### config.mk
export PLATFORM = sky130hd
export DESIGN_NAME = ucode_type_decode_q
export DESIGN_NICKNAME = d
export VERILOG_FILES = /design/src/rtl/ucode_type_decode_q.sv
export SDC_FILE = /design/constraint.sdc
export NUM_CORES = 1
export LEC_CHECK = 0
export BUFFER_PORTS_ARGS = -buffer_cell sky130_fd_sc_hd__buf_2
export CORE_ASPECT_RATIO = 2
export CORE_MARGIN = 3
export CORE_UTILIZATION = 43
export CTS_CLUSTER_SIZE = 14
export DETAILED_ROUTE_END_ITERATION = 10
export HOLD_SLACK_MARGIN = 0.1
export PLACE_DENSITY = 0.63
export SYNTH_ARGS = -nofsm -noshare
export SYNTH_HDL_FRONTEND = slang
export SYNTH_SLANG_ARGS = --single-unit
### constraint.sdc
create_clock -name clk -period 2.6 [get_ports clk]
set_input_delay 0.39 -clock clk [delete_from_list [all_inputs] [get_ports clk]]
set_output_delay 0.39 -clock clk [all_outputs]
set_load 0.02 [all_outputs]
### src/rtl/ucode_type_decode_q.sv
// ucode_type_decode_q
// Registered, flow-controlled uCode instruction-type decoder. A control-word
// type field is decoded into a one-hot type vector on the way in. The result
// is held in a 2-entry (main + skid) buffer behind a valid/ready handshake.
// Out-of-range codes are flagged as illegal. Saturating per-type issue
// counters can be read back through a combinational select port.
//
// Ports:
//   clk, rst_n    clock (rising edge) and asynchronous active-low reset
//   cw_type       type code from the control word
//   test_jmp_ld   1 = decode cw_type, 0 = entry is a NOP (all-zero type)
//   in_valid      upstream entry valid
//   in_ready      registered: block can accept an entry this cycle
//   out_type      one-hot type of the head entry
//   out_illegal   head entry carried an out-of-range code
//   out_valid     head entry valid
//   out_ready     downstream accepts the head entry
//   flush         synchronous discard of all buffered entries
//   cnt_sel       counter select for readout
//   cnt_value     selected counter, 0 for an out-of-range select
//   cnt_clr       synchronous clear of all counters
module ucode_type_decode_q #(
  parameter int TYPE_W    = 4,
  parameter int NUM_TYPES = 10,
  parameter int CNT_W     = 16
) (
  input  logic                 clk,
  input  logic                 rst_n,
  input  logic [TYPE_W-1:0]    cw_type,
  input  logic                 test_jmp_ld,
  input  logic                 in_valid,
  output logic                 in_ready,
  output logic [NUM_TYPES-1:0] out_type,
  output logic                 out_illegal,
  output logic                 out_valid,
  input  logic                 out_ready,
  input  logic                 flush,
  input  logic [TYPE_W-1:0]    cnt_sel,
  output logic [CNT_W-1:0]     cnt_value,
  input  logic                 cnt_clr
);

  typedef enum logic [1:0] {EMPTY, ONE, TWO} state_t;

  // One extra bit so the range check still works when NUM_TYPES == 2**TYPE_W.
  localparam logic [TYPE_W:0] NUM_TYPES_EXT = (TYPE_W+1)'(NUM_TYPES);

  state_t state, state_next;

  logic                 accept;
  logic                 issue;
  logic [NUM_TYPES-1:0] dec_type;
  logic                 dec_illegal;
  logic [NUM_TYPES-1:0] main_type;
  logic                 main_illegal;
  logic [NUM_TYPES-1:0] skid_type;
  logic                 skid_illegal;
  logic                 load_main_in;
  logic                 load_main_skid;
  logic                 load_skid;
  logic                 clear_main;
  logic                 ready_q;
  logic [CNT_W-1:0]     cnt [NUM_TYPES];

  assign accept      = in_valid & ready_q;
  assign issue       = (state != EMPTY) & out_ready;
  assign in_ready    = ready_q;
  assign out_valid   = (state != EMPTY);
  assign out_type    = main_type;
  assign out_illegal = main_illegal;

  // Decode at the input so both buffer slots hold ready-to-use results.
  always_comb begin
    dec_type    = '0;
    dec_illegal = 1'b0;
    if (test_jmp_ld) begin
      if ({1'b0, cw_type} < NUM_TYPES_EXT) begin
        dec_type = NUM_TYPES'(1) << cw_type;
      end else begin
        dec_illegal = 1'b1;
      end
    end
  end

  // Occupancy FSM: next state and buffer load controls.
  always_comb begin
    state_next     = state;
    load_main_in   = 1'b0;
    load_main_skid = 1'b0;
    load_skid      = 1'b0;
    clear_main     = 1'b0;
    unique case (state)
      EMPTY: begin
        if (accept) begin
          state_next   = ONE;
          load_main_in = 1'b1;
        end
      end
      ONE: begin
        if (accept && !issue) begin
          state_next = TWO;
          load_skid  = 1'b1;
        end else if (issue && !accept) begin
          state_next = EMPTY;
          clear_main = 1'b1;
        end else if (accept && issue) begin
          load_main_in = 1'b1;
        end
      end
      TWO: begin
        if (issue) begin
          state_next     = ONE;
          load_main_skid = 1'b1;
        end
      end
      default: begin
        state_next = EMPTY;
        clear_main = 1'b1;
      end
    endcase
    // Flush drops everything, including an entry accepted this same cycle.
    if (flush) begin
      state_next     = EMPTY;
      load_main_in   = 1'b0;
      load_main_skid = 1'b0;
      load_skid      = 1'b0;
      clear_main     = 1'b1;
    end
  end

  // State register plus registered in_ready (low only when both slots are full).
  always_ff @(posedge clk or negedge rst_n) begin
    if (!rst_n) begin
      state   <= EMPTY;
      ready_q <= 1'b1;
    end else begin
      state   <= state_next;
      ready_q <= (state_next != TWO);
    end
  end

  // Main slot is the visible head; it is cleared when the buffer empties so
  // out_type/out_illegal read 0 whenever out_valid is low.
  always_ff @(posedge clk or negedge rst_n) begin
    if (!rst_n) begin
      main_type    <= '0;
      main_illegal <= 1'b0;
      skid_type    <= '0;
      skid_illegal <= 1'b0;
    end else begin
      if (clear_main) begin
        main_type    <= '0;
        main_illegal <= 1'b0;
      end else if (load_main_in) begin
        main_type    <= dec_type;
        main_illegal <= dec_illegal;
      end else if (load_main_skid) begin
        main_type    <= skid_type;
        main_illegal <= skid_illegal;
      end
      if (load_skid) begin
        skid_type    <= dec_type;
        skid_illegal <= dec_illegal;
      end
    end
  end

  // Per-type issue counters. The head is one-hot (or zero for NOP/illegal),
  // so each counter simply watches its own bit. Clear beats increment.
  always_ff @(posedge clk or negedge rst_n) begin
    if (!rst_n) begin
      for (int n = 0; n < NUM_TYPES; n++) begin
        cnt[n] <= '0;
      end
    end else if (cnt_clr) begin
      for (int n = 0; n < NUM_TYPES; n++) begin
        cnt[n] <= '0;
      end
    end else if (issue) begin
      for (int n = 0; n < NUM_TYPES; n++) begin
        if (main_type[n] && (cnt[n] != '1)) begin
          cnt[n] <= cnt[n] + CNT_W'(1);
        end
      end
    end
  end

  // Readout mux; selects outside the legal range read as zero.
  always_comb begin
    cnt_value = '0;
    for (int n = 0; n < NUM_TYPES; n++) begin
      if (cnt_sel == TYPE_W'(n)) begin
        cnt_value = cnt[n];
      end
    end
  end

endmodule
Word-level counts from Yosys, hierarchy flattened
Index checks and enable logic that the tools add are counted.

Output and inout port bits: 29. Word-level logic and storage cells: 147. Bits in writable memories: 0. Register bits: 185. Memories kept: 0. Input port bits: 15. ROM bits: 0. Bits in latches: 0.

Shifts and indexed selects: 1. $add $sub $neg: 10. $mul: 0. Mux-type cells: 54. Magnitude comparators: 1. Div/mod/pow operators: 0. Equal/unequal tests: 22. Reductions and logical operators: 41. Bitwise logic cells: 2.

Operators by type and width (count): 16-bit 2-to-1 mux (20); 160-bit 2-to-1 mux (2); 16-bit by 1-bit adder with 16-bit output (second input constant) (10); 16-bit != test (second input constant) (10); 10-bit 2-to-1 mux (5); 2-bit nonzero test (12); 2-bit AND reduction (10); 1-bit 2-to-1 mux (19); 4-bit by 3-bit == test with 1-bit output (second input constant) (4); 1-bit logical AND (13); 2-bit 2-to-1 mux (5); 1-bit by 4-bit left shift with 10-bit output (first input constant) (1); 4-bit by 2-bit == test with 1-bit output (second input constant) (2); 4-bit == test (second input constant) (2); 2-bit case mux with 3 select lines (1); 4-bit by 1-bit == test with 1-bit output (second input constant) (1); 4-bit logical NOT (1); 4-bit less-than comparator (second input constant) (1); 1-bit case mux with 2 select lines (2); 3-bit nonzero test (1); 1-bit AND (2); 2-bit by 1-bit == test with 1-bit output (second input constant) (1); 2-bit == test (second input constant) (1); 1-bit logical NOT (2); other kinds (3) (3).

Longest topological paths before layout
Depth in word-level cells: 11. Mapped depth: 8. Depth with buffers taken out: 6.

Worst setup path after synthesis
OpenSTA, ideal clock, no wires.

Path type: input port to output port. From: input cnt_sel[1]. To: output cnt_value[10]. Arrival time: 1.904 ns. Path slack: 0.306 ns. Cell stages on the path: 7. Buffers on the path: 2. Path through: clkbuf_1 > buf_1 > mux2_2 > a22oi_1 > o211ai_1 > o211ai_1 > o21ai_0.

Word-level cells in the longest chain between the ends: 11.

Ends and longest elaborated chain: start, declared (line 38) `input logic [TYPE_W-1:0] cnt_sel,`; 4-bit logical NOT (line 192) `if (cnt_sel == TYPE_W'(n)) begin`; 16-bit 2-to-1 mux (9 in a row) (line 192); 16-bit 2-to-1 mux * (line 192); end, declared (line 39) `output logic [CNT_W-1:0] cnt_value,`.

Every way passes the cells marked *; elsewhere a longest branch is shown, timed or not.

Worst setup path in the final report
From: register cnt[158] in the netlist's numbering. To: output cnt_value[14].

Word-level cells in the longest chain between the ends: 10.

Ends and longest elaborated chain: start, declared (line 63) `logic [CNT_W-1:0] cnt [NUM_TYPES];`; start signal, assigned by index (line 182) `cnt[n] <= cnt[n] + CNT_W'(1);`; 16-bit 2-to-1 mux (10 in a row) (line 192).

Every way passes these cells.

==> out/metrics.csv <==
metric;value;unit
die width;121;µm
post-layout min period;2.54;ns
largest family of logic cells by synthesized area;simple AND/OR/NAND/NOR gates;
DPL Wire Length;25900;µm
syn avg cell area;9.04;µm²
full die area;28300;µm²
Max FO, Critical Path;5;
# rows;83;
max cap viols;0;
Seq/Total Area, Yosys;41.1;%
Clock Skew;0.0142;ns
grt total ovfl;0;
Synth Warn #;0;
Slowest Stage Delay on Critical Path;0.46;ns
count leader, synth;dfrtp_1;
PwrDens;488;nW/µm²
Power, Total;6160;µW
crit end category;primary output;
detailed-route DRC error count;0;
post-route cell area;12600;µm²
Commonest cells post-synth;dfrtp_1, nor2_1, nand2_1;
Max VDD drop;0.496;mV
post-synth cell types;82;
gpl congestion;1.02;
Synth async-reset ratio;100;%
f_max;394;MHz
Hold WC Path Type;in2reg;
largest cells by area after synthesis;dfrtp_1, nor2_1, xnor2_1, xor2_1, nand3_1;
XOR/XNOR Fraction of Synth Area;8.70;%
outcome;completed;
port buffer count;43;
Routed WL;34000;µm
largest net degree at the start of global routing;75;
ant diodes;0;
Clock transition at path regs;0.07;ns
CP top delay family;simple AND/OR/NAND/NOR gates;
clock buffer depth;2;
fraction of the mapped netlist area in adder cells;1.11;%
post-synthesis cell area;11300;µm²
vias in the first global route;9787;
clock tree sinks;185;
Leak;0.00506;µW
Top-Level Pins;44;
CP Buf/Inv Count;1;
Avg Vias per Cell;6.02;
hold slack;0.123;ns
simple-gate area share of the yosys netlist;25.3;%
placed cell areas;12000;µm²
top cell type's share of synthesized area;40.8;%
Clock Latency Late Sink;0.47;ns
relative slew slack;53.5;%
Crit Path Class;reg2out;
Worst path slowest cell;or3b_2;
setup TNS;0;ns
H-tree levels;4;
initial antenna violation count;1;
Initial Utilization;43.8;%
Final nets;1313;
area grow syn2layout;11.8;%
complex-gate fraction of the synthesized area;15.4;%
Root Buffer;clkbuf_16;
syn nets;1272;
area of the core;25800;µm²
Initial DRC Count;635;
final core utilization;49.0;%
DR WL/cell;20.7;µm
Fin. Hold Viols;0;
worst-path cell chain;or3b_2, a21oi_2, a211oi_1, or3_1, o21ai_0, buf_2;
Synth area leader;dfrtp_1;
Crit path arrival time;2.15;ns
TritonCTS clock tree;yes;
first-pass iteration count of the detailed router;5;
Slew @ Worst Pin;0.695;ns
Mapped Cells;1247;
post-synthesis mux area share;5.38;%
Detail Route Antenna Nets;0;
synthesis-stage register bit count;185;
Via Count;9871;
unrepaired setup endpoints after global routing;yes;
Setup Viol. Count Final;0;
layout cells sized above 1;14.2;%
Slew Limit Fails;0;
first-pass GRT wire length;53500;µm
Req. time, crit path;2.21;ns
chip height;235;µm
TritonCTS buffer count;17;
Startpoint Class;flop;
gr usage total;24.4;%
Post-synth EDFFs;0;
fin crit share;97.5;%
Main synth FF type;dfrtp_1;
## where the power goes
part / internal, µW / switching (µW)
clock network: 1560 / 1160
logic: 153 / 335
registers: 2910 / 44.9
## cells in the final DEF (no fill, tap or decap), drive strengths merged, types with 47 or more instances in the layout
cell | Yosys | routed
dfrtp | 184 | 184
nand2 | 76 | 76
nand3 | 72 | 72
nor2 | 183 | 183
xnor2 | 62 | 62
buf | 21 | 81
xor2 | 50 | 50
a21oi | 68 | 68
o21ai | 47 | 47
nor3 | 49 | 49
## metrics by stage
step | instances | worst slack (ns)
floorplan | 1247 | 0.306
global placement | 1608 | 0.111
detailed placement | 1608 | 0.100
CTS | 1641 | 0.00872
global route | 1641 | -0.0147
finish | 1641 | 0.0647
## registers in the layout, summed over array words and instances (netlist names)
| register | count |
|---|---|
| in_ready | 1 |
| state | 2 |
| cnt | 160 |
| out_illegal | 1 |
| out_type | 10 |
| skid_type | 10 |
| skid_illegal | 1 |
## per-layer routing
layer / track usage (%) / part of all wire, % / routed length, µm
met5: 0 / 0.038 / 13
met4: 17.3 / 7.7 / 2610
met3: 4.07 / 3.4 / 1170
met2: 43.6 / 53 / 18200
met1: 25.2 / 35 / 12100
## final timing paths
path | from | to | depth (start not counted) | slack (ns)
max in group asynchronous | rst_n | cnt[152] | 3 | 1.38
min in group asynchronous | rst_n | cnt[59] | 2 | 0.51
worst min-delay path | flush | state[0] | 2 | 0.12
worst max register to register | state[0] | cnt[47] | 6 | 0.32
worst min register to register | skid_type[6] | skid_type[6] | 2 | 0.49
worst max-delay path | cnt[158] | cnt_value[14] | 6 | 0.06
## area by class of cell
| cell class | instances | area [µm²] |
|---|---|---|
| well taps | 340 | 425 |
| flip-flops and latches | 185 | 4630 |
| fillers | 2535 | 13100 |
| repair buffers | 84 | 577 |
| multi-input cells | 984 | 6310 |
| inverters | 16 | 60.1 |
| clock buffers | 21 | 460 |
| clock inverters | 11 | 146 |
## cell families (layout without fill, tap and decap cells)
logic type               after synthesis  count (layout)
AO/OA/AOI/OAI                        262             262
multiplexers                          53              53
XOR/XNOR                             112             112
flip-flops                           185             185
buffers and inverters                 78             132
AND/OR/NAND/NOR                      547             547
adder cells (fa/ha/maj)               10              10
## repair_timing
item	in CTS	in global routing
hold buffers	1	0
resized for setup	0	3
endpoints found under the hold margin	66	0
setup endpoints to repair	0	4
buffers inserted	0	0
(Power assumes the default switching activity.)
